**config.mk**
```make
export PLATFORM = sky130hd
export DESIGN_NAME = leaky_relu_derivative_child
export DESIGN_NICKNAME = d
export VERILOG_FILES = /design/src/rtl/leaky_relu_derivative_child.sv
export SDC_FILE = /design/constraint.sdc
export NUM_CORES = 1
export LEC_CHECK = 0
export ABC_AREA = 1
export CORE_MARGIN = 2
export CORE_UTILIZATION = 67
export CTS_BUF_LIST = sky130_fd_sc_hd__clkbuf_16
export DETAILED_ROUTE_END_ITERATION = 10
export PLACE_DENSITY = 0.95
export RECOVER_POWER = 25
export SKIP_CTS_REPAIR_TIMING = 1
export SLEW_MARGIN = 30
export SYNTH_ARGS = -nofsm -noshare
export SYNTH_HDL_FRONTEND = slang
export SYNTH_HIERARCHICAL = 1
export SYNTH_SLANG_ARGS = --single-unit
```
**constraint.sdc**
```tcl
create_clock -name clk -period 3.5 [get_ports clk]
set_input_delay 0.525 -clock clk [delete_from_list [all_inputs] [get_ports clk]]
set_output_delay 0.525 -clock clk [all_outputs]
set_load 0.05 [all_outputs]
```
**src/rtl/leaky_relu_derivative_child.sv**
```systemverilog
// Leaky ReLU derivative column unit: records forward activation signs in a FIFO and
// applies the derivative to the backward gradient stream. Optional macro: LRD_BYPASS_EN.

module fxp_mul (
  input  logic [15:0] a,
  input  logic [15:0] b,
  output logic [15:0] y
);
  logic signed [31:0] prod;

  // Q8.8 x Q8.8 -> Q16.16, truncated back to Q8.8
  assign prod = $signed(32'(signed'(a))) * $signed(32'(signed'(b)));
  assign y    = 16'(prod >>> 8);
endmodule

module leaky_relu_derivative_child #(
  parameter int unsigned DEPTH = 16
) (
  input  logic                       clk,
  input  logic                       rst_n,
  input  logic                       lrd_clear_in,
  input  logic                       lrd_h_valid_in,
  input  logic [15:0]                lrd_h_data_in,
  input  logic                       lrd_valid_in,
  input  logic [15:0]                lrd_data_in,
  input  logic [15:0]                lrd_leak_factor_in,
  output logic [15:0]                lrd_data_out,
  output logic                       lrd_valid_out,
  output logic [$clog2(DEPTH):0]     lrd_count_out,
  output logic                       lrd_full_out,
  output logic                       lrd_overflow_out,
  output logic                       lrd_underflow_out
);
  localparam int unsigned AW = $clog2(DEPTH);
  localparam int unsigned CW = AW + 1;
  localparam int unsigned DW = 16;

  logic          mask_q [DEPTH];
  logic          mask_d [DEPTH];
  logic [AW-1:0] wr_ptr_q, wr_ptr_d;
  logic [AW-1:0] rd_ptr_q, rd_ptr_d;
  logic [CW-1:0] count_q, count_d;
  logic          full_q, full_d;
  logic          ovf_q, ovf_d;
  logic          unf_q, unf_d;
  logic [DW-1:0] data_q, data_d;
  logic          valid_q, valid_d;

  logic          h_neg;
  logic          empty;
  logic          full;
  logic          bypass;
  logic          pop_ok;
  logic          push_store;
  logic          sel_neg;
  logic [DW-1:0] mul_y;

  fxp_mul u_fxp_mul (
    .a (lrd_data_in),
    .b (lrd_leak_factor_in),
    .y (mul_y)
  );

  // Zero counts as non-negative, so only the sign bit matters
  assign h_neg = $signed(lrd_h_data_in) < 16'sd0;
  assign empty = (count_q == CW'(0));
  assign full  = (count_q == CW'(DEPTH));

`ifdef LRD_BYPASS_EN
  assign bypass = empty & lrd_h_valid_in & lrd_valid_in;
`else
  assign bypass = 1'b0;
`endif

  assign pop_ok     = lrd_valid_in & ~empty;
  assign push_store = lrd_h_valid_in & (~full | pop_ok) & ~bypass;
  assign sel_neg    = bypass ? h_neg : mask_q[rd_ptr_q];

  always_comb begin
    mask_d   = mask_q;
    wr_ptr_d = wr_ptr_q;
    rd_ptr_d = rd_ptr_q;
    count_d  = count_q;
    ovf_d    = ovf_q;
    unf_d    = unf_q;
    data_d   = '0;
    valid_d  = 1'b0;

    if (lrd_clear_in) begin
      wr_ptr_d = '0;
      rd_ptr_d = '0;
      count_d  = '0;
      ovf_d    = 1'b0;
      unf_d    = 1'b0;
    end else begin
      if (push_store) begin
        mask_d[wr_ptr_q] = h_neg;
        wr_ptr_d         = wr_ptr_q + AW'(1);
      end
      if (lrd_h_valid_in && full && !lrd_valid_in) begin
        ovf_d = 1'b1;
      end
      if (pop_ok) begin
        rd_ptr_d = rd_ptr_q + AW'(1);
      end
      // Gradient path: scale on a recorded negative, otherwise pass through
      if (lrd_valid_in) begin
        valid_d = 1'b1;
        if ((pop_ok || bypass) && sel_neg) begin
          data_d = mul_y;
        end else begin
          data_d = lrd_data_in;
        end
        if (!pop_ok && !bypass) begin
          unf_d = 1'b1;
        end
      end
      if (push_store && !pop_ok) begin
        count_d = count_q + CW'(1);
      end else if (pop_ok && !push_store) begin
        count_d = count_q - CW'(1);
      end
    end
    full_d = (count_d == CW'(DEPTH));
  end

  // Mask contents are don't-care after reset; only pointers and count are reset
  always_ff @(posedge clk) begin
    mask_q <= mask_d;
  end

  always_ff @(posedge clk or negedge rst_n) begin
    if (!rst_n) begin
      wr_ptr_q <= '0;
      rd_ptr_q <= '0;
      count_q  <= '0;
      full_q   <= 1'b0;
      ovf_q    <= 1'b0;
      unf_q    <= 1'b0;
      data_q   <= '0;
      valid_q  <= 1'b0;
    end else begin
      wr_ptr_q <= wr_ptr_d;
      rd_ptr_q <= rd_ptr_d;
      count_q  <= count_d;
      full_q   <= full_d;
      ovf_q    <= ovf_d;
      unf_q    <= unf_d;
      data_q   <= data_d;
      valid_q  <= valid_d;
    end
  end

  assign lrd_data_out      = data_q;
  assign lrd_valid_out     = valid_q;
  assign lrd_count_out     = count_q;
  assign lrd_full_out      = full_q;
  assign lrd_overflow_out  = ovf_q;
  assign lrd_underflow_out = unf_q;

endmodule

```
==> impl_metrics.prom, run 1 <==
# TYPE chip_impl_metric gauge
chip_impl_metric{name="number_of_synthesized_flops_with_an_enable_pin",unit=""} 16
chip_impl_info{name="synthTopCellsByArea",value="fa_1 (35%), inv_1 (14%), nand2_1 (14%)"} 1
chip_impl_metric{name="dpl.hpwl",unit="µm"} 26500
chip_impl_metric{name="final_weighted_congestion_in_routability_driven_placement",unit=""} 0.972
chip_impl_metric{name="dieWidth",unit="µm"} 130
chip_impl_info{name="timing.worst_endpoint.kind",value="register input"} 1
chip_impl_metric{name="htree_levels",unit=""} 2
chip_impl_metric{name="ff_latch_count_synth",unit=""} 49
chip_impl_metric{name="clkSinkCount",unit=""} 49
chip_impl_metric{name="core.rowCount",unit=""} 46
chip_impl_info{name="run_status",value="aborted with a tool error"} 1
chip_impl_info{name="yosys.area.top_type",value="fa_1"} 1
chip_impl_metric{name="synth_warnings",unit=""} 6
chip_impl_metric{name="grt_overflow_total",unit=""} 2
chip_impl_info{name="synth-main-ff-cell",value="dfrtp_1"} 1
chip_impl_info{name="run_error",value="[ERROR GRT-0232] Routing congestion too high. Check the congestion heatmap in the GUI."} 1
chip_impl_metric{name="yosysTopAreaCellShare",unit=""} 0.350
chip_impl_metric{name="io_pins",unit=""} 78
chip_impl_metric{name="post_synth_num_cell_types",unit=""} 37
chip_impl_metric{name="mappedNetlistNets",unit=""} 1733
chip_impl_metric{name="pin_count_of_the_biggest_net_entering_global_routing",unit=""} 34
chip_impl_metric{name="synthesized_area_divided_by_synthesized_cell_count",unit="µm²"} 7.51
chip_impl_metric{name="cts_max_path_buffers",unit=""} 2
chip_impl_metric{name="netlist_instances",unit=""} 1417
chip_impl_metric{name="track_usage",unit=""} 0.739
chip_impl_metric{name="buffer_ports.inserted",unit=""} 62
chip_impl_info{name="clock_tree.root_cell",value="clkbuf_16"} 1
chip_impl_metric{name="tritoncts.num_buffers",unit=""} 5
chip_impl_metric{name="synthesis.area",unit="µm²"} 10600
chip_impl_metric{name="die_boundary_height",unit="µm"} 130
chip_impl_metric{name="yosysSeqAreaShare",unit=""} 0.123
chip_impl_metric{name="placement.setup.worst_slack",unit="ps"} -2830
chip_impl_info{name="worst_endpoint",value="lrd_data_out[9]$_DFF_PN0_/D"} 1
chip_impl_metric{name="floorplan.initialDensity",unit=""} 0.677
chip_impl_info{name="haltStage",value="5_1_grt"} 1
chip_impl_metric{name="synth-async-reset-ratio",unit=""} 0.673
chip_impl_metric{name="placed_area",unit="µm²"} 12700
==> logic make-up after synthesis <==
logic type                 synth area share
AOI/OAI and AO/OA                    0.0310
buffers and inverters                 0.165
adders and majority gates             0.440
DFF                                   0.123
and+or+nand+nor                       0.225
xor gates and xnor gates             0.0163
==> Yosys cell counts, types with 5 or more instances <==
cell type,count
fa_1,186
xor2_1,13
nor2_2,6
a21oi_1,32
nor2_1,70
dfrtp_1,33
ha_1,77
nand2_1,390
xnor2_1,5
nand3b_1,12
inv_2,5
nand3_1,57
o21ai_0,17
clkbuf_1,37
nor3_1,14
buf_2,11
nand2_2,6
edfxtp_1,16
inv_1,396
==> per-stage QoR <==
stage,cells,utilization,TNS (ps)
detailed placement,1756,0.806,-39890
CTS,1764,0.815,-36140
floorplan,1417,-,-23660
global placement,1756,0.806,-36110
==> layer usage <==
layer / overflow / track usage
met4: 2 / 0.724
met3: 0 / 0.662
met5: 0 / 0.412
met1: 0 / 0.709
met2: 0 / 0.871
==> run 2, diff against run 1 <==
--- a/config.mk
+++ b/config.mk
@@ -7,10 +7,9 @@
 export LEC_CHECK = 0
 export ABC_AREA = 1
 export CORE_MARGIN = 2
-export CORE_UTILIZATION = 67
-export CTS_BUF_LIST = sky130_fd_sc_hd__clkbuf_16
+export CORE_UTILIZATION = 40
 export DETAILED_ROUTE_END_ITERATION = 10
-export PLACE_DENSITY = 0.95
+export PLACE_DENSITY_LB_ADDON = 0.15
 export RECOVER_POWER = 25
 export SKIP_CTS_REPAIR_TIMING = 1
 export SLEW_MARGIN = 30
==> run 2 against run 1 <==
- the flow now finishes, with violations (max-capacitance violations, max-slew violations, negative setup slack)
- synthesized cell count unchanged
- area after synthesis unchanged
==> impl_metrics.prom, run 2 <==
# TYPE chip_impl_metric gauge
chip_impl_metric{name="post_synth_num_cell_types",unit=""} 37
chip_impl_metric{name="antennaDiodeCount",unit=""} 0
chip_impl_metric{name="remaining_drc_errors",unit=""} 0
chip_impl_metric{name="finalMaxSlewViolations",unit=""} 34
chip_impl_info{name="critPathLaunchType",value="primary input"} 1
chip_impl_metric{name="fin_ws",unit="ps"} -1920
chip_impl_metric{name="area_growth_syn_to_layout",unit="%"} 36.3
chip_impl_metric{name="synth-async-reset-ratio",unit=""} 0.673
chip_impl_info{name="synth.most_common_cell",value="inv_1"} 1
chip_impl_info{name="layout_common_cells",value="inv_1 (356), nand2_1 (349), fa_1 (172), buf_4 (131), ha_1 (57)"} 1
chip_impl_metric{name="detailedRoute.firstPassIterationCount",unit=""} 5
chip_impl_metric{name="synthesis.area",unit="µm²"} 10600
chip_impl_metric{name="buffer_ports.inserted",unit=""} 62
chip_impl_metric{name="period_minus_slack",unit="ps"} 5420
chip_impl_metric{name="synthesized_area_divided_by_synthesized_cell_count",unit="µm²"} 7.51
chip_impl_metric{name="grt_pass1_vias",unit=""} 9401
chip_impl_metric{name="netlist_instances",unit=""} 1417
chip_impl_metric{name="overall_via_count_from_detail_route",unit=""} 9413
chip_impl_metric{name="final_weighted_congestion_in_routability_driven_placement",unit=""} 0.879
chip_impl_metric{name="tritoncts.num_buffers",unit=""} 5
chip_impl_metric{name="grt_overflow_total",unit=""} 0
chip_impl_metric{name="vias_per_cell",unit=""} 4.77
chip_impl_metric{name="fillCellCount",unit=""} 2429
chip_impl_metric{name="critPathMaxFanout",unit=""} 6
chip_impl_metric{name="min_period_over_period",unit=""} 1.55
chip_impl_metric{name="track_usage",unit=""} 0.209
chip_impl_metric{name="clk_latency",unit="ps"} 280
chip_impl_info{name="tritoncts",value="built"} 1
chip_impl_metric{name="clock_skew",unit="ps"} 8.44
chip_impl_info{name="crit_chain",value="buf_12 -> buf_12 -> buf_6 -> nand2_2 -> inv_2 -> fa_1 -> fa_1 -> fa_1 -> fa_1 -> fa_1 -> inv_2 -> fa_1 -> inv_2 -> ha_4 -> a21oi_1 -> o21ai_0 -> a21oi_1 -> nand3_2 -> xor2_1 -> nand3b_1 -> nand2_1 -> nor2_2"} 1
chip_impl_info{name="final_common_cell",value="inv_1"} 1
chip_impl_metric{name="number_of_synthesized_flops_with_an_enable_pin",unit=""} 16
chip_impl_metric{name="drive_above_1_share",unit=""} 0.258
chip_impl_metric{name="yosysTopAreaCellShare",unit=""} 0.350
chip_impl_metric{name="dpl.cell_count",unit=""} 1897
chip_impl_info{name="timing.critical_path.to_type",value="register"} 1
chip_impl_metric{name="finalWirelength",unit="µm"} 32200
chip_impl_metric{name="max-cap-violations",unit=""} 1
chip_impl_metric{name="pin_count_of_the_biggest_net_entering_global_routing",unit=""} 34
chip_impl_metric{name="mappedNetlistNets",unit=""} 1733
chip_impl_metric{name="antenna_found_initial",unit=""} 0
chip_impl_metric{name="grt_pass1_wl",unit="µm"} 47300
chip_impl_metric{name="path_clk_slew",unit="ps"} 70
chip_impl_info{name="critical_path.slowest_cell",value="fa_1"} 1
chip_impl_metric{name="die_boundary_height",unit="µm"} 167
chip_impl_metric{name="yosysSeqAreaShare",unit=""} 0.123
chip_impl_metric{name="io_pins",unit=""} 78
chip_impl_info{name="synth-main-ff-cell",value="dfrtp_1"} 1
chip_impl_metric{name="floorplan.initialDensity",unit=""} 0.408
chip_impl_metric{name="worst_slew_pin_slew",unit="ps"} 1860
chip_impl_info{name="unrepaired_setup_endpoints_after_global_routing",value="yes"} 1
chip_impl_info{name="worst_hold_path_type",value="register to register"} 1
chip_impl_info{name="synthTopCellsByCount",value="inv_1 (396), nand2_1 (390), fa_1 (186), ha_1 (77), nor2_1 (70)"} 1
chip_impl_metric{name="core",unit="µm²"} 26100
chip_impl_metric{name="arrival",unit="ps"} 5600
chip_impl_metric{name="ff_latch_count_synth",unit=""} 49
chip_impl_metric{name="final_antenna_violating_net_count",unit=""} 0
chip_impl_metric{name="number_of_standard_cells_in_the_layout_taps_in_and_fillers_out",unit=""} 1972
chip_impl_info{name="run_status",value="complete, but fails checks"} 1
chip_impl_info{name="path_class",value="primary input to register"} 1
chip_impl_metric{name="dpl.hpwl",unit="µm"} 23700
chip_impl_metric{name="final_net_count",unit=""} 1952
chip_impl_info{name="cp_common_cell",value="fa_1"} 1
chip_impl_metric{name="htree_levels",unit=""} 2
chip_impl_metric{name="dieWidth",unit="µm"} 167
chip_impl_metric{name="cts_max_path_buffers",unit=""} 2
chip_impl_info{name="failed_checks",value="max-capacitance violations, max-slew violations, negative setup slack"} 1
chip_impl_metric{name="clkSinkCount",unit=""} 49
chip_impl_metric{name="core.rowCount",unit=""} 59
chip_impl_metric{name="cp.required",unit="ps"} 3680
chip_impl_metric{name="fmax",unit="GHz"} 0.184
chip_impl_metric{name="synth_warnings",unit=""} 6
chip_impl_metric{name="drt-initial-drc-count",unit=""} 596
chip_impl_metric{name="die_area",unit="µm²"} 27900
chip_impl_info{name="clock_tree.root_cell",value="clkbuf_16"} 1
chip_impl_metric{name="critical-path-max-stage-delay",unit="ps"} 580
chip_impl_metric{name="timing.slew.headroom",unit=""} -0.242
chip_impl_metric{name="post_drt_wl_per_cell",unit="µm"} 16.3
chip_impl_metric{name="final_hold_viol_count",unit=""} 0
chip_impl_info{name="dominant_delay_contributor_by_cell_family_on_the_critical_path",value="adder cells"} 1
chip_impl_info{name="synthTopCellsByArea",value="fa_1 (35%), inv_1 (14%), nand2_1 (14%)"} 1
chip_impl_metric{name="worst-path-buf-inv",unit=""} 6
chip_impl_metric{name="setup_viol_count_final",unit=""} 16
chip_impl_info{name="yosys.area.top_type",value="fa_1"} 1
[run 2: cell counts after synthesis]
Identical to the previous run, type by type.
[run 2: logic make-up (layout without fill, tap and decap cells)]
family / count (synthesis) / in the layout / share of synthesized area
and+or+nand+nor: 570 / 570 / 0.225
xor gates and xnor gates: 19 / 19 / 0.0163
adders and majority gates: 263 / 263 / 0.440
DFF: 49 / 49 / 0.123
AOI/OAI and AO/OA: 61 / 61 / 0.0310
buffers and inverters: 455 / 675 / 0.165
[run 2: worst reg2reg max path: cells and delay by family, from the launching register on]
kind / cells / cell delay [ps]
fa+ha+maj: 1 / 290
buf+inv: 2 / 430
flops: 1 / 450
simple gates: 6 / 920
[run 2: layout make-up]
type	count	area (µm²)	area share
multi-input combinational	913	8270	0.570
timing repair buffer	264	2850	0.197
inverter	403	1520	0.105
sequential	49	1310	0.0901
tap	335	419	0.0289
clock buffer	7	133	0.00914
clock inverter	1	5.00	0.000345
[run 2: layer usage]
| metal | GRT usage | vias to the layer above | part of all wire |
|---|---|---|---|
| met3 | 0.0189 | 37 | 0.054 |
| li1 | - | 4508 | - |
| met4 | 0.0304 | 0 | 0.016 |
| met2 | 0.365 | 274 | 0.48 |
| met1 | 0.290 | 4594 | 0.45 |
| met5 | 0 | - | 0 |
[run 2: through the flow]
step           hold WS, ps  setup TNS (ps)  area, µm²  utilization  setup WS, ps
3_5_place_dp           483          -37340      13100        0.502         -2640
2_1_floorplan          229          -23660      11200            -         -1760
5_1_grt                521          -29830      14500        0.557         -2090
3_3_place_gp           485          -36720      13100        0.502         -2560
4_1_cts                500          -32710      13200        0.507         -2340
6_report               497          -26670      14500        0.557         -1920
[run 2: path summary, 6_finish.rpt]
kind,start,cells after the start,endpoint,slack [ps]
min,lrd_underflow_out,1,lrd_underflow_out,500
min reg2reg,lrd_underflow_out,1,lrd_underflow_out,500
min in group asynchronous,rst_n,2,lrd_overflow_out,1280
max in group asynchronous,rst_n,2,lrd_data_out[5],1130
max,lrd_data_in[5],22,lrd_data_out[12],-1920
max reg2reg,lrd_count_out[0],9,lrd_data_out[8],1330
Power of run 2 is not shown: default switching activity piles up to over one toggle a cycle in this logic, so the estimate is an artifact.
